--- src/rtl/board_pkg.sv ---
// Shared constants, FSM state type and tile-to-ASCII mapping for the board
// text formatter that feeds the UART transmit path.
package board_pkg;

  localparam int TILE_W     = 4;
  localparam int BOARD_DIM  = 4;
  localparam int BOARD_BITS = BOARD_DIM * BOARD_DIM * TILE_W;

  localparam logic [7:0] ASCII_CR     = 8'h0D;
  localparam logic [7:0] ASCII_LF     = 8'h0A;
  localparam logic [7:0] ASCII_ESC    = 8'h1B;
  localparam logic [7:0] ASCII_LBRACK = 8'h5B;
  localparam logic [7:0] ASCII_H      = 8'h48;

  typedef enum logic [2:0] {
    ST_IDLE,
    ST_HOME,
    ST_TILE,
    ST_SEP,
    ST_CR,
    ST_LF,
    ST_FIN
  } fmt_state_e;

  // One hex digit per tile; exponent 0 is an empty square.
  function automatic logic [7:0] exp_to_ascii(input logic [TILE_W-1:0] e,
                                              input logic [7:0] empty_char);
    logic [7:0] ch;
    ch = empty_char;
    if (e >= 4'd10) begin
      ch = 8'h41 + ({4'h0, e} - 8'd10);
    end else if (e != 4'd0) begin
      ch = 8'h30 + {4'h0, e};
    end
    return ch;
  endfunction

  function automatic logic [TILE_W-1:0] tile_exp(input logic [BOARD_BITS-1:0] board,
                                                 input logic [1:0] r,
                                                 input logic [1:0] c);
    return board[{r, c, 2'b00} +: TILE_W];
  endfunction

endpackage

--- src/rtl/tx_strobe_gate.sv ---
// Issues one-cycle transmit strobes toward uart_top and tells the formatter
// when the presented byte has been taken.
module tx_strobe_gate (
  input  logic clk,
  input  logic rst,
  input  logic i_byte_valid,
  input  logic i_tx_busy,
  output logic o_tx_stb,
  output logic o_adv
);

  // Handshake: a byte is offered while i_byte_valid=1 and o_tx_data is stable.
  // A strobe is issued only when uart_top reports not busy and the guard is
  // clear; the guard covers the cycle after a strobe, before uart_top's
  // registered busy can reflect it. o_adv pulses in the strobe cycle so the
  // formatter moves to the next byte on the closing edge.
  logic stb_q, stb_d;
  logic guard_q, guard_d;

  always_comb begin
    stb_d   = i_byte_valid & ~i_tx_busy & ~guard_q & ~stb_q;
    guard_d = stb_q;
  end

  always_ff @(posedge clk) begin
    if (rst) begin
      stb_q   <= 1'b0;
      guard_q <= 1'b0;
    end else begin
      stb_q   <= stb_d;
      guard_q <= guard_d;
    end
  end

  assign o_tx_stb = stb_q;
  assign o_adv    = stb_q;

endmodule

--- src/rtl/board_tx_fmt.sv ---
// Snapshots a 4x4 board on i_start and streams its ASCII rendering, one byte
// per strobe, with an optional VT100 cursor-home prefix.
module board_tx_fmt
  import board_pkg::*;
#(
  parameter bit         HOME_EN    = 1'b1,
  parameter logic [7:0] EMPTY_CHAR = 8'h2E,
  parameter logic [7:0] SEP_CHAR   = 8'h20
) (
  input  logic                  clk,
  input  logic                  rst,
  input  logic                  i_start,
  input  logic [BOARD_BITS-1:0] i_board,
  output logic                  o_busy,
  output logic                  o_done,
  output logic [7:0]            o_tx_data,
  output logic                  o_tx_stb,
  input  logic                  i_tx_busy
);

  fmt_state_e            state_q, state_d;
  logic [1:0]            row_q, row_d;
  logic [1:0]            col_q, col_d;
  logic [1:0]            idx_q, idx_d;
  logic [BOARD_BITS-1:0] snap_q, snap_d;
  logic [7:0]            data_q, data_d;
  logic                  busy_q, busy_d;
  logic                  done_q, done_d;
  logic                  byte_valid;
  logic                  adv;
  logic [1:0]            col_inc;
  logic [1:0]            row_inc;

  assign byte_valid = (state_q == ST_HOME) || (state_q == ST_TILE) ||
                      (state_q == ST_SEP)  || (state_q == ST_CR)   ||
                      (state_q == ST_LF);
  assign col_inc = col_q + 2'd1;
  assign row_inc = row_q + 2'd1;

  // data_q always holds the byte for the current pointer, so each transition
  // loads the byte belonging to the state being entered.
  always_comb begin
    state_d = state_q;
    row_d   = row_q;
    col_d   = col_q;
    idx_d   = idx_q;
    snap_d  = snap_q;
    data_d  = data_q;
    busy_d  = busy_q;
    done_d  = 1'b0;
    case (state_q)
      ST_IDLE: begin
        if (i_start) begin
          snap_d = i_board;
          busy_d = 1'b1;
          row_d  = 2'd0;
          col_d  = 2'd0;
          idx_d  = 2'd0;
          if (HOME_EN) begin
            state_d = ST_HOME;
            data_d  = ASCII_ESC;
          end else begin
            state_d = ST_TILE;
            data_d  = exp_to_ascii(tile_exp(i_board, 2'd0, 2'd0), EMPTY_CHAR);
          end
        end
      end
      ST_HOME: begin
        if (adv) begin
          if (idx_q == 2'd2) begin
            state_d = ST_TILE;
            data_d  = exp_to_ascii(tile_exp(snap_q, 2'd0, 2'd0), EMPTY_CHAR);
          end else begin
            idx_d  = idx_q + 2'd1;
            data_d = (idx_q == 2'd0) ? ASCII_LBRACK : ASCII_H;
          end
        end
      end
      ST_TILE: begin
        if (adv) begin
          if (col_q == 2'd3) begin
            state_d = ST_CR;
            data_d  = ASCII_CR;
          end else begin
            state_d = ST_SEP;
            data_d  = SEP_CHAR;
          end
        end
      end
      ST_SEP: begin
        if (adv) begin
          col_d   = col_inc;
          state_d = ST_TILE;
          data_d  = exp_to_ascii(tile_exp(snap_q, row_q, col_inc), EMPTY_CHAR);
        end
      end
      ST_CR: begin
        if (adv) begin
          state_d = ST_LF;
          data_d  = ASCII_LF;
        end
      end
      ST_LF: begin
        if (adv) begin
          col_d = 2'd0;
          row_d = row_inc;
          if (row_q == 2'd3) begin
            state_d = ST_FIN;
          end else begin
            state_d = ST_TILE;
            data_d  = exp_to_ascii(tile_exp(snap_q, row_inc, 2'd0), EMPTY_CHAR);
          end
        end
      end
      ST_FIN: begin
        // First FIN cycle covers the last strobe's guard; done shows in the second.
        if (!done_q) begin
          done_d = 1'b1;
          busy_d = 1'b0;
        end else begin
          state_d = ST_IDLE;
        end
      end
      default: begin
        state_d = ST_IDLE;
      end
    endcase
  end

  always_ff @(posedge clk) begin
    if (rst) begin
      state_q <= ST_IDLE;
      row_q   <= 2'd0;
      col_q   <= 2'd0;
      idx_q   <= 2'd0;
      snap_q  <= '0;
      data_q  <= 8'h00;
      busy_q  <= 1'b0;
      done_q  <= 1'b0;
    end else begin
      state_q <= state_d;
      row_q   <= row_d;
      col_q   <= col_d;
      idx_q   <= idx_d;
      snap_q  <= snap_d;
      data_q  <= data_d;
      busy_q  <= busy_d;
      done_q  <= done_d;
    end
  end

  tx_strobe_gate u_gate (
    .clk          (clk),
    .rst          (rst),
    .i_byte_valid (byte_valid),
    .i_tx_busy    (i_tx_busy),
    .o_tx_stb     (o_tx_stb),
    .o_adv        (adv)
  );

  assign o_busy    = busy_q;
  assign o_done    = done_q;
  assign o_tx_data = data_q;

endmodule

--- config.mk ---
export PLATFORM = sky130hd
export DESIGN_NAME = board_tx_fmt
export DESIGN_NICKNAME = d
export VERILOG_FILES = /design/src/rtl/board_pkg.sv /design/src/rtl/tx_strobe_gate.sv /design/src/rtl/board_tx_fmt.sv
export SDC_FILE = /design/constraint.sdc
export NUM_CORES = 1
export LEC_CHECK = 0
export ABC_CLOCK_PERIOD_IN_PS = 3600
export CAP_MARGIN = 20
export CORE_MARGIN = 1.5
export CORE_UTILIZATION = 54
export CTS_CLUSTER_SIZE = 16
export DETAILED_ROUTE_END_ITERATION = 10
export PLACE_DENSITY_LB_ADDON = 0.2
export SYNTH_ARGS = -nofsm -noshare
export SYNTH_HDL_FRONTEND = slang
export SYNTH_SLANG_ARGS = --single-unit
--- constraint.sdc ---
create_clock -name clk -period 3.6 [get_ports clk]
set_input_delay 0.72 -clock clk [delete_from_list [all_inputs] [get_ports clk]]
set_output_delay 0.72 -clock clk [all_outputs]
set_load 0.02 [all_outputs]
Yosys cells after proc, flatten, opt, wreduce, memory -nomap -nowiden
Cells that the tools add are included.

Flip-flop bits (word level): 85. Bits of input ports: 68. Output and inout port bits: 11. Logic and storage cells: 117.

$add $sub $neg: 12. Magnitude comparators: 3. Equality and inequality tests: 20. Shift-type cells: 2. Muxes and demuxes: 41. Bitwise operators: 7. Reduce and logical (&&, ||, !) cells: 22.

Operators with widths (number): indexed part select 64 x 7 -> 4 bit (2); 2-to-1 mux 8 bit (11); case mux 8 bit (6 select lines) (1); 2-to-1 mux 3 bit (10); adder 7 x 8 -> 8 bit, first input constant (3); adder 6 x 4 -> 7 bit, first input constant (3); 2-to-1 mux 7 bit (3); case mux 3 bit (7 select lines) (1); AND reduction 8 bit (2); subtractor 4 x 4 -> 5 bit, second input constant (3); >= comparator 4 bit, second input constant (3); 2-to-1 mux 2 bit (6); inequality test 2 x 1 -> 1 bit, second input constant (6); nonzero test 4 bit (3); inequality test 2 bit, second input constant (5); == test 3 bit, second input constant (3); case mux 2 bit (2 select lines) (2); AND reduction 4 bit (2); adder 2 x 1 -> 2 bit, second input constant (3); == test 2 bit, second input constant (3); == test 3 x 2 -> 1 bit, second input constant (2); 2-to-1 mux 6 bit (1); case mux 2 bit (3 select lines) (1); AND reduction 3 bit (2); 14 further kinds (26).

Longest topological paths before layout
Depth in word-level cells: 8. Depth in mapped cells: 14. Gate-level depth less buffers: 13.

Cells and area by module
A second synthesis with hierarchy kept.

Cells, all modules: 605. Area total of the unflattened synthesis: 4805.9 µm².

Modules (own cells, without submodules): board_tx_fmt (instances 1, cells an instance 599, area an instance 4733.3 µm², seq. area each 1641.6 µm²); tx_strobe_gate (instances 1, cells an instance 6, area an instance 72.6 µm², seq. area each 40.0 µm²).

Worst setup path after synthesis
OpenSTA, ideal clock, no wires.

Path type: register to register. Start: register col_q[0]. End: register data_q[0], in the netlist o_tx_data[0]. Library setup time: 0.116 ns. Arrival time: 3.031 ns. Data required time: 3.484 ns. Path slack: 0.452 ns. Stages on the path, launching flop included: 14. Path buffers: 1. Period minus slack after synthesis: 3.148 ns. Path through: dfxtp_1 > ha_1 > buf_4 > mux4_2 > mux2i_1 > mux2_2 > inv_1 > ha_1 > and3_1 > a32o_1 > a31o_1 > a21oi_1 > o221ai_1 > o211a_1.

Word-level cells in the longest chain between the ends: 7. Elaborated cells between the ends (all ways): 14. Classes of those cells: add/sub: 4; order compare: 1; eq/ne: 1; shift: 1; mux: 6; reduce/logical: 1.

RTL lines: start: declaration (line board_tx_fmt.sv:23) `logic [1:0] col_q, col_d;`; start signal: assignment (line board_tx_fmt.sv:143) `col_q <= col_d;`; adder 2 x 1 -> 2 bit (line board_tx_fmt.sv:37) `assign col_inc = col_q + 2'd1;`; indexed part select 64 x 7 -> 4 bit (line board_pkg.sv:41) `return board[{r, c, 2'b00} +: TILE_W];`; subtractor 4 x 4 -> 5 bit, or another cell as far along (line board_pkg.sv:31) `ch = 8'h41 + ({4'h0, e} - 8'd10);`; adder 7 x 8 -> 8 bit or 2-to-1 mux 7 bit (tied branches) (line board_pkg.sv:31, board_pkg.sv:32); 2-to-1 mux 8 bit (line board_pkg.sv:30) `if (e >= 4'd10) begin`; 2-to-1 mux 8 bit (line board_tx_fmt.sv:91) `if (adv) begin`; case mux 8 bit (6 select lines) * (line board_tx_fmt.sv:51) `case (state_q)`; end signal: assignment (line board_tx_fmt.sv:146) `data_q <= data_d;`; end: declaration (line board_tx_fmt.sv:26) `logic [7:0] data_q, data_d;`.

Every way passes the cells marked *; elsewhere a longest branch is shown, timed or not. The select of a mux whose other input is x is not followed. A chain may end at the register's enable or synchronous reset.

Worst setup path after layout
Ends and elaborated chain as after synthesis.

==> results.sh <==
export IMPL_outcome="finished, final reports clean"
export IMPL_syn_inst=599
export IMPL_cp_start_kind="flop"
export IMPL_cts_hold_fix_buffers=0
export IMPL_syn_num_nets=689
export IMPL_maxSlewViolCount=0
export IMPL_cts_num_sinks=84
export IMPL_irDropWorstVdd_mv=0.3007
export IMPL_cts_root_buf="clkbuf_8"
export IMPL_power_mw=2.325
export IMPL_grt_pass1_wl_um=20780
export IMPL_antenna_found_initial=0
export IMPL_slew_headroom=0.5401
export IMPL_ys_seq_elements=84
export IMPL_insertion_delay_ns=0.36
export IMPL_design_area_mm2=0.005912
export IMPL_track_usage=0.2659
export IMPL_ant_nets=0
export IMPL_crit_arrival_ns=3.54
export IMPL_power_density_mw_per_mm2=393.2
export IMPL_first_pass_iters=5
export IMPL_endpoint_kind="flop"
export IMPL_fp_dieArea_mm2=0.009520
export IMPL_final_util=0.6812
export IMPL_mostFrequentLayoutCells="nand2_1 (151), a21oi_1 (85), dfxtp_1 (84), clkdlybuf4s50_1 (76), inv_1 (24)"
export IMPL_synth_main_ff_cell="dfxtp_1"
export IMPL_cts_tree="done"
export IMPL_critPathLaunch="col_q[0]"
export IMPL_whs_ns=0.4594
export IMPL_numCtsBuffers=9
export IMPL_r2r_end="o_tx_data[0]"
export IMPL_rows=34
export IMPL_vias=4609
export IMPL_placed_cell_area_mm2=0.005675
export IMPL_clk_pin_slew_worst_paths_ns=0.09
export IMPL_finalSetupViolations=0
export IMPL_gp_congestion=0.9331
export IMPL_routed_via_density=5.962
export IMPL_rsz0062_at_grt="false"
export IMPL_layout_commonest_cell="nand2_1"
export IMPL_grt_max_degree=61
export IMPL_clk_path_buf_depth=2
export IMPL_synth_edf_count=0
export IMPL_drtIter0Drc=213
export IMPL_die_h_um=97.57
export IMPL_nets=751
export IMPL_skew_ns=0.01057
export IMPL_hp_class="reg2reg"
export IMPL_diodes=0
export IMPL_synthesis_area_mm2=0.004830
export IMPL_min_period_ns=3.295
export IMPL_rr_worst_depth=12
export IMPL_fin_crit_sh=0.9154
export IMPL_grt_overflow=0
export IMPL_wl_per_cell_um=16.37
export IMPL_critical_path_class="reg2reg"
export IMPL_tns_ns=0
export IMPL_synth_distinct_cells=56
export IMPL_routed_wl_um=12660
export IMPL_drv_cap=0
export IMPL_core_mm2=0.008678
export IMPL_leakage_nw=2.264
export IMPL_portBuffers=77
export IMPL_r2r_slack_ns=0.30
export IMPL_grt_pass1_vias=4354
export IMPL_drc=0
export IMPL_postSynth_asyncResetShare=0
export IMPL_cts_max_level=3
export IMPL_area_delta_synth_final_pct=22.41
export IMPL_cp_endpoint="o_tx_data[0]"
export IMPL_tightest_slew_ns=0.6889
export IMPL_cp_required_ns=3.85
export IMPL_dp_hpwl_um=9367
export IMPL_start_util=0.5565
export IMPL_yosysWarnings=0
export IMPL_yosysSeqAreaShare=0.3482
export IMPL_r2r_start="col_q[0]"
export IMPL_ios=79
export IMPL_hold_viol_final=0
export IMPL_timing_fmax_mhz=303.5
export IMPL_path_max_fanout=19
export IMPL_die_w_um=97.57
export IMPL_drive_above_1_share=0.09173
export IMPL_synthesis_area_per_instance_um2=8.063
worst min path at each step:
stage | from | end | slack, ns | cells after the start
global route | snap_q[8] | snap_q[8] | 0.48 | 2
detailed placement | snap_q[8] | snap_q[8] | 0.45 | 2
floorplan | snap_q[54] | snap_q[54] | 0.43 | 2
global placement | snap_q[55] | snap_q[55] | 0.45 | 2
CTS | snap_q[8] | snap_q[8] | 0.46 | 2
finish | snap_q[8] | snap_q[8] | 0.46 | 2
cell families after synthesis:
family / synth area share
simple gates: 0.1852
compound gates: 0.2155
flops: 0.3482
buf+inv: 0.05596
mux: 0.1246
fa+ha+maj: 0.05699
xor+xnor: 0.01269
other cells: 0.0007765
stage by stage:
stage                     cells  setup slack [ns]
after floorplan             599            0.4524
after global placement      758            0.2293
after detailed placement    758            0.1132
after CTS                   773           0.05973
after global routing        773           0.07735
final                       773            0.3047
sequential cells by signal, summed over array words and instances, names as in the netlist:
name	count
col_q	2
idx_q	2
o_busy	1
o_done	1
o_tx_data	7
row_q	2
snap_q	64
state_q	3
u_gate.guard_q	1
u_gate.o_adv	1
repair_timing:
action                                  in CTS  in global routing
endpoints found under the setup margin       0                  7
gates resized for setup                      0                  3
setup buffers                                0                  0
synth_stat cells (3+ instances only):
cell | number | area [um2]
o211ai_1 | 9 | 67.56
ha_1 | 22 | 275.3
buf_1 | 6 | 22.52
xnor2_1 | 3 | 26.28
nor2_1 | 18 | 67.56
buf_2 | 3 | 15.01
a22oi_1 | 7 | 52.55
inv_1 | 24 | 90.09
and3_1 | 4 | 25.02
xor2_1 | 4 | 35.03
nor3_1 | 4 | 20.02
nand3b_1 | 4 | 30.03
nand2b_1 | 3 | 18.77
nand3_1 | 11 | 55.05
dfxtp_1 | 84 | 1682
a21oi_1 | 86 | 430.4
a21o_1 | 3 | 22.52
a311oi_1 | 4 | 35.03
nand2_1 | 151 | 566.8
mux4_2 | 15 | 337.8
a211oi_1 | 3 | 22.52
o21ai_0 | 20 | 100.1
mux2_2 | 9 | 101.4
o21a_1 | 5 | 37.54
mux2i_1 | 11 | 110.1
a31oi_1 | 5 | 31.28
buf_4 | 3 | 22.52
a221oi_1 | 3 | 26.28
clkbuf_1 | 29 | 108.9
o22ai_1 | 4 | 25.02
nor2b_1 | 7 | 43.79
critical path, stage by stage (launching register included):
cell      delay [ns]
dfxtp_1         0.39
buf_4           0.29
mux4_2          0.54
mux2i_1         0.14
mux2_2          0.26
inv_1           0.07
ha_1            0.21
and3_1          0.20
a32o_1          0.20
a31o_1          0.24
a21oi_2         0.27
o221ai_1        0.14
o211a_1         0.24
per-layer routing:
| layer | GRT usage | part of all wire | wire length, um |
|---|---|---|---|
| met2 | 0.4482 | 0.49 | 6202 |
| met1 | 0.3382 | 0.42 | 5341 |
| met3 | 0.04245 | 0.058 | 734 |
| met5 | 0 | 0 | 0 |
| met4 | 0.1110 | 0.030 | 377 |
power by group:
| part | internal [mW] | switching (mW) | total (mW) | leakage, nW |
|---|---|---|---|---|
| Clock | 0.397 | 0.361 | 0.758 | 0.108 |
| Sequential | 0.997 | 0.0618 | 1.06 | 0.689 |
| Combinational | 0.235 | 0.272 | 0.507 | 1.47 |
| Total | 1.63 | 0.695 | 2.32 | 2.26 |
cell type report:
type | count | area (um2)
Multi-Input combinational cell | 449 | 2899
Fill cell | 739 | 2766
Sequential cell | 84 | 1682
Timing Repair Buffer | 93 | 885.9
Tap cell | 108 | 135.1
Clock buffer | 9 | 123.9
Clock inverter | 6 | 96.34
Inverter | 24 | 90.09
(Power assumes the default switching activity.)
